**config.mk**
```make
export PLATFORM = sky130hd
export DESIGN_NAME = div_seq_ctrl
export DESIGN_NICKNAME = d
export VERILOG_FILES = /design/src/rtl/div_seq_ctrl_pkg.sv /design/src/rtl/div_iter_dp.sv /design/src/rtl/div_seq_ctrl.sv
export SDC_FILE = /design/constraint.sdc
export NUM_CORES = 1
export LEC_CHECK = 0
export CAP_MARGIN = 10
export CORE_ASPECT_RATIO = 1.5
export CORE_MARGIN = 5
export CORE_UTILIZATION = 39
export CTS_CLUSTER_DIAMETER = 60
export DETAILED_ROUTE_END_ITERATION = 8
export PLACE_DENSITY_LB_ADDON = 0.05
export SLEW_MARGIN = 5
export SYNTH_ARGS = -nofsm -noshare
export SYNTH_HDL_FRONTEND = slang
export SYNTH_SLANG_ARGS = --single-unit
```
**constraint.sdc**
```tcl
create_clock -name clk -period 4.8 [get_ports clk]
set_input_delay 0.96 -clock clk [delete_from_list [all_inputs] [get_ports clk]]
set_output_delay 0.96 -clock clk [all_outputs]
set_load 0.02 [all_outputs]
```
**src/rtl/div_seq_ctrl_pkg.sv**
```systemverilog
// rtl/div_seq_ctrl_pkg.sv - M-extension divide opcode, execute-to-divider bundle and op decode helpers
package div_seq_ctrl_pkg;

  localparam int DIV_XLEN = 32;

  typedef enum logic [2:0] {
    DIV_OPS_NONE = 3'd0,
    DIV_OPS_DIV  = 3'd1,
    DIV_OPS_DIVU = 3'd2,
    DIV_OPS_REM  = 3'd3,
    DIV_OPS_REMU = 3'd4
  } type_alu_d_ops_e;

  typedef struct packed {
    logic [DIV_XLEN-1:0] alu_operand_1;
    logic [DIV_XLEN-1:0] alu_operand_2;
    type_alu_d_ops_e     alu_d_ops;
  } type_exe2div_s;

  // Encodings 5..7 fall through to "not an op".
  function automatic logic op_is_valid(input type_alu_d_ops_e op);
    return (op == DIV_OPS_DIV) || (op == DIV_OPS_DIVU) ||
           (op == DIV_OPS_REM) || (op == DIV_OPS_REMU);
  endfunction

  function automatic logic op_is_signed(input type_alu_d_ops_e op);
    return (op == DIV_OPS_DIV) || (op == DIV_OPS_REM);
  endfunction

  function automatic logic op_is_rem(input type_alu_d_ops_e op);
    return (op == DIV_OPS_REM) || (op == DIV_OPS_REMU);
  endfunction

endpackage

```
**src/rtl/div_iter_dp.sv**
```systemverilog
// rtl/div_iter_dp.sv - restoring-division datapath: rem/quo/divisor registers with one shift-subtract step per enable
module div_iter_dp
  import div_seq_ctrl_pkg::*;
#(
  parameter int XLEN = DIV_XLEN
) (
  input  logic            clk,
  input  logic            rst_n,
  input  logic            load_i,
  input  logic            step_i,
  input  logic [XLEN-1:0] dividend_i,
  input  logic [XLEN-1:0] divisor_i,
  output logic [XLEN-1:0] quo_o,
  output logic [XLEN-1:0] rem_o
);

  logic [XLEN-1:0] rem_q, rem_d;
  logic [XLEN-1:0] quo_q, quo_d;
  logic [XLEN-1:0] dvs_q, dvs_d;

  // Shifted remainder needs one extra bit: it can reach 2*divisor-1 before the trial subtract.
  logic [XLEN:0] rem_sh;
  logic [XLEN:0] diff;
  logic          no_borrow;

  assign rem_sh    = {rem_q, quo_q[XLEN-1]};
  assign diff      = rem_sh - {1'b0, dvs_q};
  assign no_borrow = ~diff[XLEN];

  always_comb begin
    rem_d = rem_q;
    quo_d = quo_q;
    dvs_d = dvs_q;
    if (load_i) begin
      rem_d = '0;
      quo_d = dividend_i;
      dvs_d = divisor_i;
    end else if (step_i) begin
      quo_d = {quo_q[XLEN-2:0], no_borrow};
      rem_d = no_borrow ? diff[XLEN-1:0] : rem_sh[XLEN-1:0];
    end
  end

  always_ff @(posedge clk or negedge rst_n) begin
    if (!rst_n) begin
      rem_q <= '0;
      quo_q <= '0;
      dvs_q <= '0;
    end else begin
      rem_q <= rem_d;
      quo_q <= quo_d;
      dvs_q <= dvs_d;
    end
  end

  assign quo_o = quo_q;
  assign rem_o = rem_q;

endmodule

```
**src/rtl/div_seq_ctrl.sv**
```systemverilog
// rtl/div_seq_ctrl.sv - multi-cycle divide/remainder sequencer with RISC-V sign and special-case handling
module div_seq_ctrl
  import div_seq_ctrl_pkg::*;
#(
  parameter int XLEN = DIV_XLEN
) (
  input  logic            clk,
  input  logic            rst_n,
  input  type_exe2div_s   exe2div_i,
  input  logic            div_kill_i,
  output logic            div_stall_o,
  output logic            div_valid_o,
  output logic [XLEN-1:0] div_result_o
);

  localparam int CNT_W = $clog2(XLEN);

  typedef enum logic [1:0] {
    ST_IDLE = 2'd0,
    ST_BUSY = 2'd1,
    ST_DONE = 2'd2
  } state_e;

  state_e          state_q, state_d;
  logic [CNT_W-1:0] cnt_q, cnt_d;
  type_alu_d_ops_e op_q, op_d;
  logic            neg_quo_q, neg_quo_d;
  logic            neg_rem_q, neg_rem_d;
  logic            special_q, special_d;
  logic [XLEN-1:0] spec_res_q, spec_res_d;
  logic [XLEN-1:0] result_q, result_d;

  logic            dp_load;
  logic            dp_step;
  logic [XLEN-1:0] dp_quo;
  logic [XLEN-1:0] dp_rem;

  logic [XLEN-1:0] op_a;
  logic [XLEN-1:0] op_b;
  type_alu_d_ops_e op_in;
  logic            in_valid;
  logic            in_signed;
  logic            start;
  logic            a_neg;
  logic            b_neg;
  logic [XLEN-1:0] a_mag;
  logic [XLEN-1:0] b_mag;
  logic            div_zero;
  logic            sgn_ovf;
  logic [XLEN-1:0] fix_res;

  assign op_a      = exe2div_i.alu_operand_1[XLEN-1:0];
  assign op_b      = exe2div_i.alu_operand_2[XLEN-1:0];
  assign op_in     = exe2div_i.alu_d_ops;
  assign in_valid  = op_is_valid(op_in);
  assign in_signed = op_is_signed(op_in);
  assign start     = in_valid & ~div_kill_i;

  assign a_neg = in_signed & op_a[XLEN-1];
  assign b_neg = in_signed & op_b[XLEN-1];
  assign a_mag = a_neg ? (~op_a + 1'b1) : op_a;
  assign b_mag = b_neg ? (~op_b + 1'b1) : op_b;

  assign div_zero = (op_b == '0);
  assign sgn_ovf  = in_signed & (op_a == {1'b1, {(XLEN-1){1'b0}}}) & (op_b == '1);

  // Quotient negates when signs differ; remainder follows the dividend.
  always_comb begin
    fix_res = '0;
    if (special_q) begin
      fix_res = spec_res_q;
    end else if (op_is_rem(op_q)) begin
      fix_res = neg_rem_q ? (~dp_rem + 1'b1) : dp_rem;
    end else begin
      fix_res = neg_quo_q ? (~dp_quo + 1'b1) : dp_quo;
    end
  end

  always_ff @(posedge clk or negedge rst_n) begin
    if (!rst_n) begin
      state_q    <= ST_IDLE;
      cnt_q      <= '0;
      op_q       <= DIV_OPS_NONE;
      neg_quo_q  <= 1'b0;
      neg_rem_q  <= 1'b0;
      special_q  <= 1'b0;
      spec_res_q <= '0;
      result_q   <= '0;
    end else begin
      state_q    <= state_d;
      cnt_q      <= cnt_d;
      op_q       <= op_d;
      neg_quo_q  <= neg_quo_d;
      neg_rem_q  <= neg_rem_d;
      special_q  <= special_d;
      spec_res_q <= spec_res_d;
      result_q   <= result_d;
    end
  end

  always_comb begin
    state_d    = state_q;
    cnt_d      = cnt_q;
    op_d       = op_q;
    neg_quo_d  = neg_quo_q;
    neg_rem_d  = neg_rem_q;
    special_d  = special_q;
    spec_res_d = spec_res_q;
    result_d   = result_q;
    dp_load    = 1'b0;
    dp_step    = 1'b0;
    case (state_q)
      ST_IDLE: begin
        if (start) begin
          op_d      = op_in;
          neg_quo_d = a_neg ^ b_neg;
          neg_rem_d = a_neg;
          if (div_zero || sgn_ovf) begin
            special_d = 1'b1;
            if (div_zero) begin
              spec_res_d = op_is_rem(op_in) ? op_a : '1;
            end else begin
              spec_res_d = op_is_rem(op_in) ? '0 : op_a;
            end
            state_d = ST_DONE;
          end else begin
            special_d = 1'b0;
            dp_load   = 1'b1;
            cnt_d     = '0;
            state_d   = ST_BUSY;
          end
        end
      end
      ST_BUSY: begin
        dp_step = ~div_kill_i;
        cnt_d   = cnt_q + 1'b1;
        if (cnt_q == CNT_W'(XLEN-1)) begin
          state_d = ST_DONE;
        end
      end
      ST_DONE: begin
        state_d = ST_IDLE;
        if (!div_kill_i) begin
          result_d = fix_res;
        end
      end
      default: state_d = ST_IDLE;
    endcase
    if (div_kill_i) begin
      state_d = ST_IDLE;
    end
  end

  always_comb begin
    div_stall_o  = 1'b0;
    div_valid_o  = 1'b0;
    div_result_o = result_q;
    case (state_q)
      ST_IDLE: div_stall_o = start;
      ST_BUSY: div_stall_o = ~div_kill_i;
      ST_DONE: begin
        div_valid_o = ~div_kill_i;
        if (!div_kill_i) begin
          div_result_o = fix_res;
        end
      end
      default: ;
    endcase
  end

  div_iter_dp #(
    .XLEN(XLEN)
  ) u_dp (
    .clk       (clk),
    .rst_n     (rst_n),
    .load_i    (dp_load),
    .step_i    (dp_step),
    .dividend_i(a_mag),
    .divisor_i (b_mag),
    .quo_o     (dp_quo),
    .rem_o     (dp_rem)
  );

endmodule
```
==> results by group, run 1 <==
Critical path
  • Largest fanout on the critical path: 6
  • CP arrival: about 3700 ps
  • Worst Reg-to-Reg Cells: 13
  • CP max stage delay: slightly below 600 ps
  • Critical Path RT: 3840 ps
  • CP top delay family: compound AO/OA/AOI/OAI gates
  • Slowest-stage cell, CP: or4_1
  • Critical Path End Type: primary output
  • Worst path bufs/invs: 2
  • R2R Path Start: u_dp.quo_o[31]$_DFFE_PN0P_
  • Worst setup SP type: register
  • Worst Path Class, Setup: register to primary output
  • CP dominant cell by count: o21ai_0
  • R2R Path End: u_dp.rem_o[1]$_DFFE_PN0P_
  • Reg2reg setup slack: about 960 ps
  • Critical-path cell list: or4_1, or3_1, a21oi_2, a21boi_1, buf_4, o21ai_0, xnor2_1, a211oi_1, a21oi_1, o21ai_0, clkbuf_2

Route
  • DRC errors left: 0
  • Final ANT Viol Nets: 0
  • Drt first pass iters: 5
  • First DRT Iteration DRCs: 545
  • Drt wl/cell: about 18 um
  • Post-DR vias/cell: 5.50
  • Drt total wl: roughly 35000 um
  • Via count: between 10000 and 15000

Synth
  • Cells after Synth: approximately 1500
  • Synth warnings: 0
  • Syn Area/Cell: approximately 8.3 sq um
  • Sequential cell area fraction in the yosys report: 0.358
  • #FFs+latches synth: roughly 170
  • Top FF cell, synth: dfrtp_1
  • EDFF count, synth: 0
  • Ys async rst share: 1.00
  • Unique masters post-synth: 71
  • Mapped Nets: 1562
  • Syn Std Cell Area: ~12000 sq um

Clock network
  • Clock net sink count: 173
  • Hold_buf cts: 0
  • TritonCTS clock tree: done
  • Worst-Skew Late Latency: ~450 ps
  • CTS H-tree depth: 4
  • Worst-path clk slew: approximately 70 ps
  • Num CTS Buffers: 17
  • Clock Tree Buf Depth: 2
  • CTS root buffer: clkbuf_16

Global routing
  • First-pass GRT wire length: ~57000 um
  • Initial antenna violation count: 0
  • Largest net degree at the start of global routing: 80
  • GRT Util Overall: 0.204
  • Vias in the first global route: between 10000 and 15000
  • Grt total ovfl: 0

Floorplanning
  • Core Box Area: between 30000 and 40000 sq um
  • Initial Util: 0.393
  • DIE AREA: around 35000 sq um
  • I/O pin count: ~100
  • Die H: between 200 and 250 um
  • Core Rows: 79
  • Die W: 154 um

Timing
  • Slew Limit Fails: 0
  • Setup TNS: 0 ps
  • Slew HR: 0.302
  • Fin crit period: between 4000 and 5000 ps
  • Max Fclk: between 200 and 250 MHz
  • Final setup fails: 0
  • RSZ-0062 raised after global routing: yes
  • Clock skew: approximately 6.6 ps
  • Period Utilization, post-route: 0.962
  • Worst slew pin tran: ~1000 ps
  • Fin. Hold Viols: 0
  • Setup WS post-layout: ~180 ps

Placement
  • Port Buffers: slightly above 100
  • Placed cell area: 13700 sq um
  • Worst slack, placed: roughly 140 ps
  • Placer Congestion: slightly below 0.9
  • Dpl hpwl: 26800 um

Cells and area
  • Synthesis-to-layout area growth: 18.9%
  • Diodes inserted: 0
  • Layout cell share with drive strength beyond 1: 0.0844
  • Fin nets: approximately 1700
  • Design area: around 14000 sq um

Worst hold path
  • Worst Hold End: u_dp.dvs_q[27]$_DFFE_PN0P_
  • Hold Crit Start: u_dp.dvs_q[27]$_DFFE_PN0P_
  • Hold path cells: 2
  • HP Class: register to register

Flow run
  • Max cap viols: 0

Power
  • Peak VDD IR: about 180 uV
  • Leakage power: 0.00625 uW
  • Power Total: about 6500 uW
  • P per Cell Area: 452 nW/um^2

Outcome
  • Status: complete, no violations
==> cell type report <==
cell class | instances | area [sq um]
clock buffer | 24 | 492
inverter | 50 | 188
fill | 3090 | 16400
tap | 405 | 507
timing repair buffer | 154 | 1410
sequential | 173 | 4330
clock inverter | 6 | 133
multi-input combinational | 1146 | 7340
==> worst min-delay path: cells and delay by family (launching register included) <==
kind	cells	cell delay, ps
flip-flops	1	340
AO/OA/AOI/OAI	1	60
AND/OR/NAND/NOR	1	40
==> state kept, by name, summed over array words and instances (netlist names) <==
register    flops
result_q       32
spec_res_q     32
u_dp.dvs_q     32
u_dp.quo_o     32
u_dp.rem_o     32
cnt_q           5
op_q            3
state_q         2
neg_quo_q       1
neg_rem_q       1
special_q       1
==> power by group <==
group          internal (uW)  leakage [uW]  switching, uW
Clock                    920      0.000302            575
Combinational           1230       0.00368           1650
Sequential              1830       0.00227            309
==> cells by family (layout without fill, tap and decap cells) <==
| group | count (synthesis) | in the layout | synth area share |
|---|---|---|---|
| buffers and inverters | 133 | 234 | 0.0462 |
| and+or+nand+nor | 451 | 451 | 0.177 |
| DFF | 173 | 173 | 0.358 |
| muxes | 33 | 33 | 0.0277 |
| AOI/OAI and AO/OA | 475 | 475 | 0.243 |
| xor gates and xnor gates | 147 | 147 | 0.106 |
| adders and majority gates | 40 | 40 | 0.0420 |
==> through the flow <==
step	hold slack, ps	cells	util
6_report	475	1958	0.467
4_1_cts	485	1958	0.466
5_1_grt	504	1958	0.467
2_1_floorplan	446	1452	-
3_5_place_dp	470	1927	0.445
3_3_place_gp	461	1927	0.445
==> worst max-delay path by stage <==
stage                              start               end  slack, ps  cells past startpoint
6_report       u_dp.quo_o[4]$_DFFE_PN0P_  div_result_o[29]        180                     11
5_1_grt        u_dp.rem_o[0]$_DFFE_PN0P_  div_result_o[24]        -40                     13
4_1_cts        u_dp.rem_o[8]$_DFFE_PN0P_  div_result_o[27]        -30                     11
3_5_place_dp   u_dp.rem_o[0]$_DFFE_PN0P_  div_result_o[24]        140                     13
3_3_place_gp   u_dp.rem_o[0]$_DFFE_PN0P_  div_result_o[18]        140                     13
2_1_floorplan  u_dp.rem_o[0]$_DFFE_PN0P_  div_result_o[18]        750                     11
==> cell usage after synthesis (all sizes together) (3+ instances only) <==
cell type	count	area, sq um
nor3	20	100
nor2b	9	56.3
nor2	102	385
xor2	64	561
o31ai	21	171
o22ai	3	18.8
nand2	167	627
a221o	20	200
a21oi	120	601
or2	9	56.3
o21ai	184	921
o211a	3	30.0
a21o	12	90.1
o2bb2ai	7	61.3
and4	3	26.3
inv	50	188
o31a	4	35.0
and3	10	62.6
o211ai	8	60.1
clkbuf	64	240
nand2b	15	93.8
or4	10	78.8
buf	19	131
a22oi	12	90.1
mux2i	29	290
o21a	8	60.1
and2	7	43.8
a21boi	5	37.5
dfrtp	173	4330
ha	39	488
mux2	4	45.0
o41ai	17	149
nand4	10	62.6
a31oi	11	68.8
nor4	19	125
or3	24	155
nand3	36	180
a211oi	23	173
xnor2	83	727
==> cell usage in the layout (no fill, tap or decap), types with 7 or more instances in the layout <==
| cell type | instances |
|---|---|
| dfrtp_1 | 172 |
| o21ai_0 | 168 |
| nand2_1 | 167 |
| a21oi_1 | 119 |
| nor2_1 | 99 |
| xnor2_1 | 83 |
| clkdlybuf4s50_1 | 82 |
| xor2_1 | 64 |
| inv_1 | 50 |
| buf_4 | 48 |
| ha_1 | 39 |
| nand3_1 | 35 |
| mux2i_1 | 29 |
| or3_1 | 23 |
| nor3_1 | 20 |
| a221o_1 | 20 |
| o31ai_1 | 19 |
| clkbuf_16 | 17 |
| nor4_1 | 16 |
| nand2b_1 | 15 |
| a211oi_1 | 15 |
| o21ai_1 | 15 |
| o41ai_1 | 14 |
| a22oi_1 | 12 |
| a21o_1 | 12 |
| a31oi_1 | 11 |
| nand4_1 | 10 |
| and3_1 | 10 |
| or4_1 | 9 |
| nor2b_1 | 9 |
| dlygate4sd2_1 | 9 |
| o21a_1 | 8 |
| a211oi_2 | 8 |
| o211ai_1 | 8 |
| clkbuf_2 | 8 |
| and2_1 | 7 |
| or2_2 | 7 |
| o2bb2ai_1 | 7 |
==> what timing repair did <==
item / in CTS / in global routing
endpoints found under the setup margin: 19 / 21
gates resized for setup: 29 / 34
pin swaps: 1 / 0
buffers inserted: 1 / 0
==> per-layer routing <==
metal / GRT usage / up-vias / share of wire / wire length, um
met2: 0.350 / 229 / 0.49 / 17300
met5: 0 / - / 0 / 0
met3: 0.0274 / 51 / 0.033 / 1140
met4: 0.0787 / 0 / 0.027 / 934
li1: - / 5416 / - / -
met1: 0.262 / 5073 / 0.45 / 15800
(Power assumes the default switching activity.)
==> inputs of run 2 (changes only) <==
Settings changed: CELL_PAD_IN_SITES_DETAIL_PLACEMENT from default to 1, CELL_PAD_IN_SITES_GLOBAL_PLACEMENT from default to 1.
==> run 2 against run 1 <==
Against the previous run: non-clock buffer count down 4; clock skew hardly changed; design area is 0.15% higher; cell count decreased by 0.26%; critical endpoint is now div_result_o[31]; utilization grew 0.069 points; clock-buffer cell count shrank 3; wire length grew 5.4%; critical path depth is 1 higher.
==> results by group, run 2 (synthesized netlist as in run 1, its figures left out) <==
Placement
  • Placer Congestion: 0.868
  • Worst slack, placed: -4.88 ps
  • Port Buffers: between 100 and 150
  • Dpl hpwl: between 20000 and 30000 um

Clock network
  • Hold_buf cts: 0
  • Worst-path clk slew: around 70 ps
  • TritonCTS clock tree: done
  • Clock net sink count: around 170
  • CTS H-tree depth: 4
  • CTS root buffer: clkbuf_16
  • Num CTS Buffers: 17
  • Worst-Skew Late Latency: 450 ps
  • Clock Tree Buf Depth: 2

Route
  • Post-DR vias/cell: approximately 5.6
  • Via count: ~11000
  • DRC errors left: 0
  • Drt first pass iters: 4
  • First DRT Iteration DRCs: about 400
  • Drt total wl: between 30000 and 40000 um
  • Drt wl/cell: 19.0 um
  • Final ANT Viol Nets: 0

Timing
  • Setup WS post-layout: roughly 110 ps
  • Setup TNS: 0 ps
  • Fin. Hold Viols: 0
  • Slew HR: 0.265
  • Clock skew: 6.65 ps
  • Period Utilization, post-route: 0.978
  • Final setup fails: 0
  • Slew Limit Fails: 0
  • Worst slew pin tran: 1100 ps
  • Fin crit period: 4690 ps
  • Max Fclk: between 200 and 250 MHz
  • RSZ-0062 raised after global routing: yes

Global routing
  • Initial antenna violation count: 0
  • Grt total ovfl: 0
  • Largest net degree at the start of global routing: ~110
  • Vias in the first global route: roughly 12000
  • GRT Util Overall: 0.217
  • First-pass GRT wire length: a little over 60000 um

Outcome
  • Status: complete, no violations

Floorplanning
  • Core Rows: between 70 and 80
  • Die W: approximately 150 um
  • Core Box Area: between 30000 and 40000 sq um
  • I/O pin count: 104
  • Initial Util: 0.393
  • DIE AREA: about 35000 sq um
  • Die H: around 230 um

Critical path
  • Critical-path cell list: or4_1, nor4_2, buf_4, a31oi_1, a21oi_2, nand2_1, xnor2_1, nor3_1, a2111oi_1, buf_4, nor2_1, dlygate4sd2_1
  • CP arrival: between 3000 and 4000 ps
  • CP max stage delay: 590 ps
  • Slowest-stage cell, CP: or4_1
  • CP dominant cell by count: buf_4
  • Largest fanout on the critical path: 4
  • Worst setup SP type: register
  • Critical Path RT: 3840 ps
  • Critical Path End Type: primary output
  • Worst Path Class, Setup: register to primary output

Cells and area
  • Most frequent cells in the layout: dfrtp_1, nand2_1, o21ai_0, a21oi_1, nor2_1
  • Synthesis-to-layout area growth: 19.1%
  • Diodes inserted: 0
  • Commonest non-fill, non-tap cell in the layout: dfrtp_1
  • Layout cell share with drive strength beyond 1: 0.0827
  • Fin nets: about 1600

Power
  • Leakage power: ~0.0063 uW
  • Peak VDD IR: 167 uV
  • P per Cell Area: 455 nW/um^2

Flow run
  • Max cap viols: 0

Worst hold path
  • HP Class: register to register
[run 2: cell types whose count changed in the layout (fill, tap and decap cells not counted), sizes merged]
| cell | before | now |
|---|---|---|
| bufinv | 4 | 5 |
| clkdlybuf4s50 | 82 | 81 |
| clkdlybuf4s15 | 1 | 4 |
| clkinv | 1 | 2 |
| clkbuf | 32 | 24 |
| buf | 52 | 48 |
| dlymetal6s2s | 2 | 5 |
[run 2: routing by layer]
layer / global-route usage / vias to the layer above / part of all wire
li1: - / 5402 / -
met1: 0.269 / 5325 / 0.44
met2: 0.398 / 156 / 0.52
met3: 0.0266 / 35 / 0.026
met4: 0.0599 / 0 / 0.016
met5: 0 / - / 0
[run 2: final timing paths]
kind,startpoint,end,slack [ps],cells past startpoint
hold reg to reg,u_dp.dvs_q[25]$_DFFE_PN0P_,u_dp.dvs_q[25]$_DFFE_PN0P_,480,2
setup reg to reg,u_dp.quo_o[31]$_DFFE_PN0P_,u_dp.rem_o[0]$_DFFE_PN0P_,1020,13
hold / removal,u_dp.dvs_q[25]$_DFFE_PN0P_,u_dp.dvs_q[25]$_DFFE_PN0P_,480,2
setup / recovery,u_dp.quo_o[16]$_DFFE_PN0P_,div_result_o[31],110,12
min in group asynchronous,rst_n,result_q[5]$_DFF_PN0_,620,1
max in group asynchronous,rst_n,special_q$_DFFE_PN0P_,3220,2
[run 2: layout make-up]
class / count / area (sq um)
multi-input cells: 1146 / 7370
inverters: 50 / 188
fillers: 3703 / 16400
repair buffers: 150 / 1410
flip-flops and latches: 173 / 4330
well taps: 405 / 507
clock buffers: 21 / 440
clock inverters: 8 / 168
[run 2: worst max-delay path: cells and delay by family (launching register included)]
| family | cells | cell delay, ps |
|---|---|---|
| AO/OA/AOI/OAI | 3 | 770 |
| buffers and inverters | 3 | 690 |
| flip-flops | 1 | 430 |
| XOR/XNOR | 1 | 220 |
| AND/OR/NAND/NOR | 5 | 1170 |
[run 2: power breakdown]
part           switching, uW  total (uW)  leakage (uW)  internal [uW]
Clock                    580        1490      0.000293            912
Sequential               316        2140       0.00227           1830
Combinational           1680        2930       0.00370           1250
Total                   2580        6560       0.00626           3990
[run 2: metrics by stage]
stage / area, sq um / total power, uW / hold slack [ps] / util / cells
detailed placement: 13700 / 5050 / 471 / 0.444 / 1923
global route: 14400 / 7040 / 513 / 0.467 / 1953
global placement: 13700 / 4990 / 461 / 0.444 / 1923
floorplan: 12100 / 3970 / 446 / - / 1452
finish: 14400 / 6560 / 479 / 0.467 / 1953
CTS: 14400 / 6610 / 485 / 0.466 / 1953
[run 2: timing repair]
action                                  CTS  global route
pin swaps                                 2             2
setup buffers                             1             0
endpoints found under the setup margin   19            20
gates resized for setup                  43            26
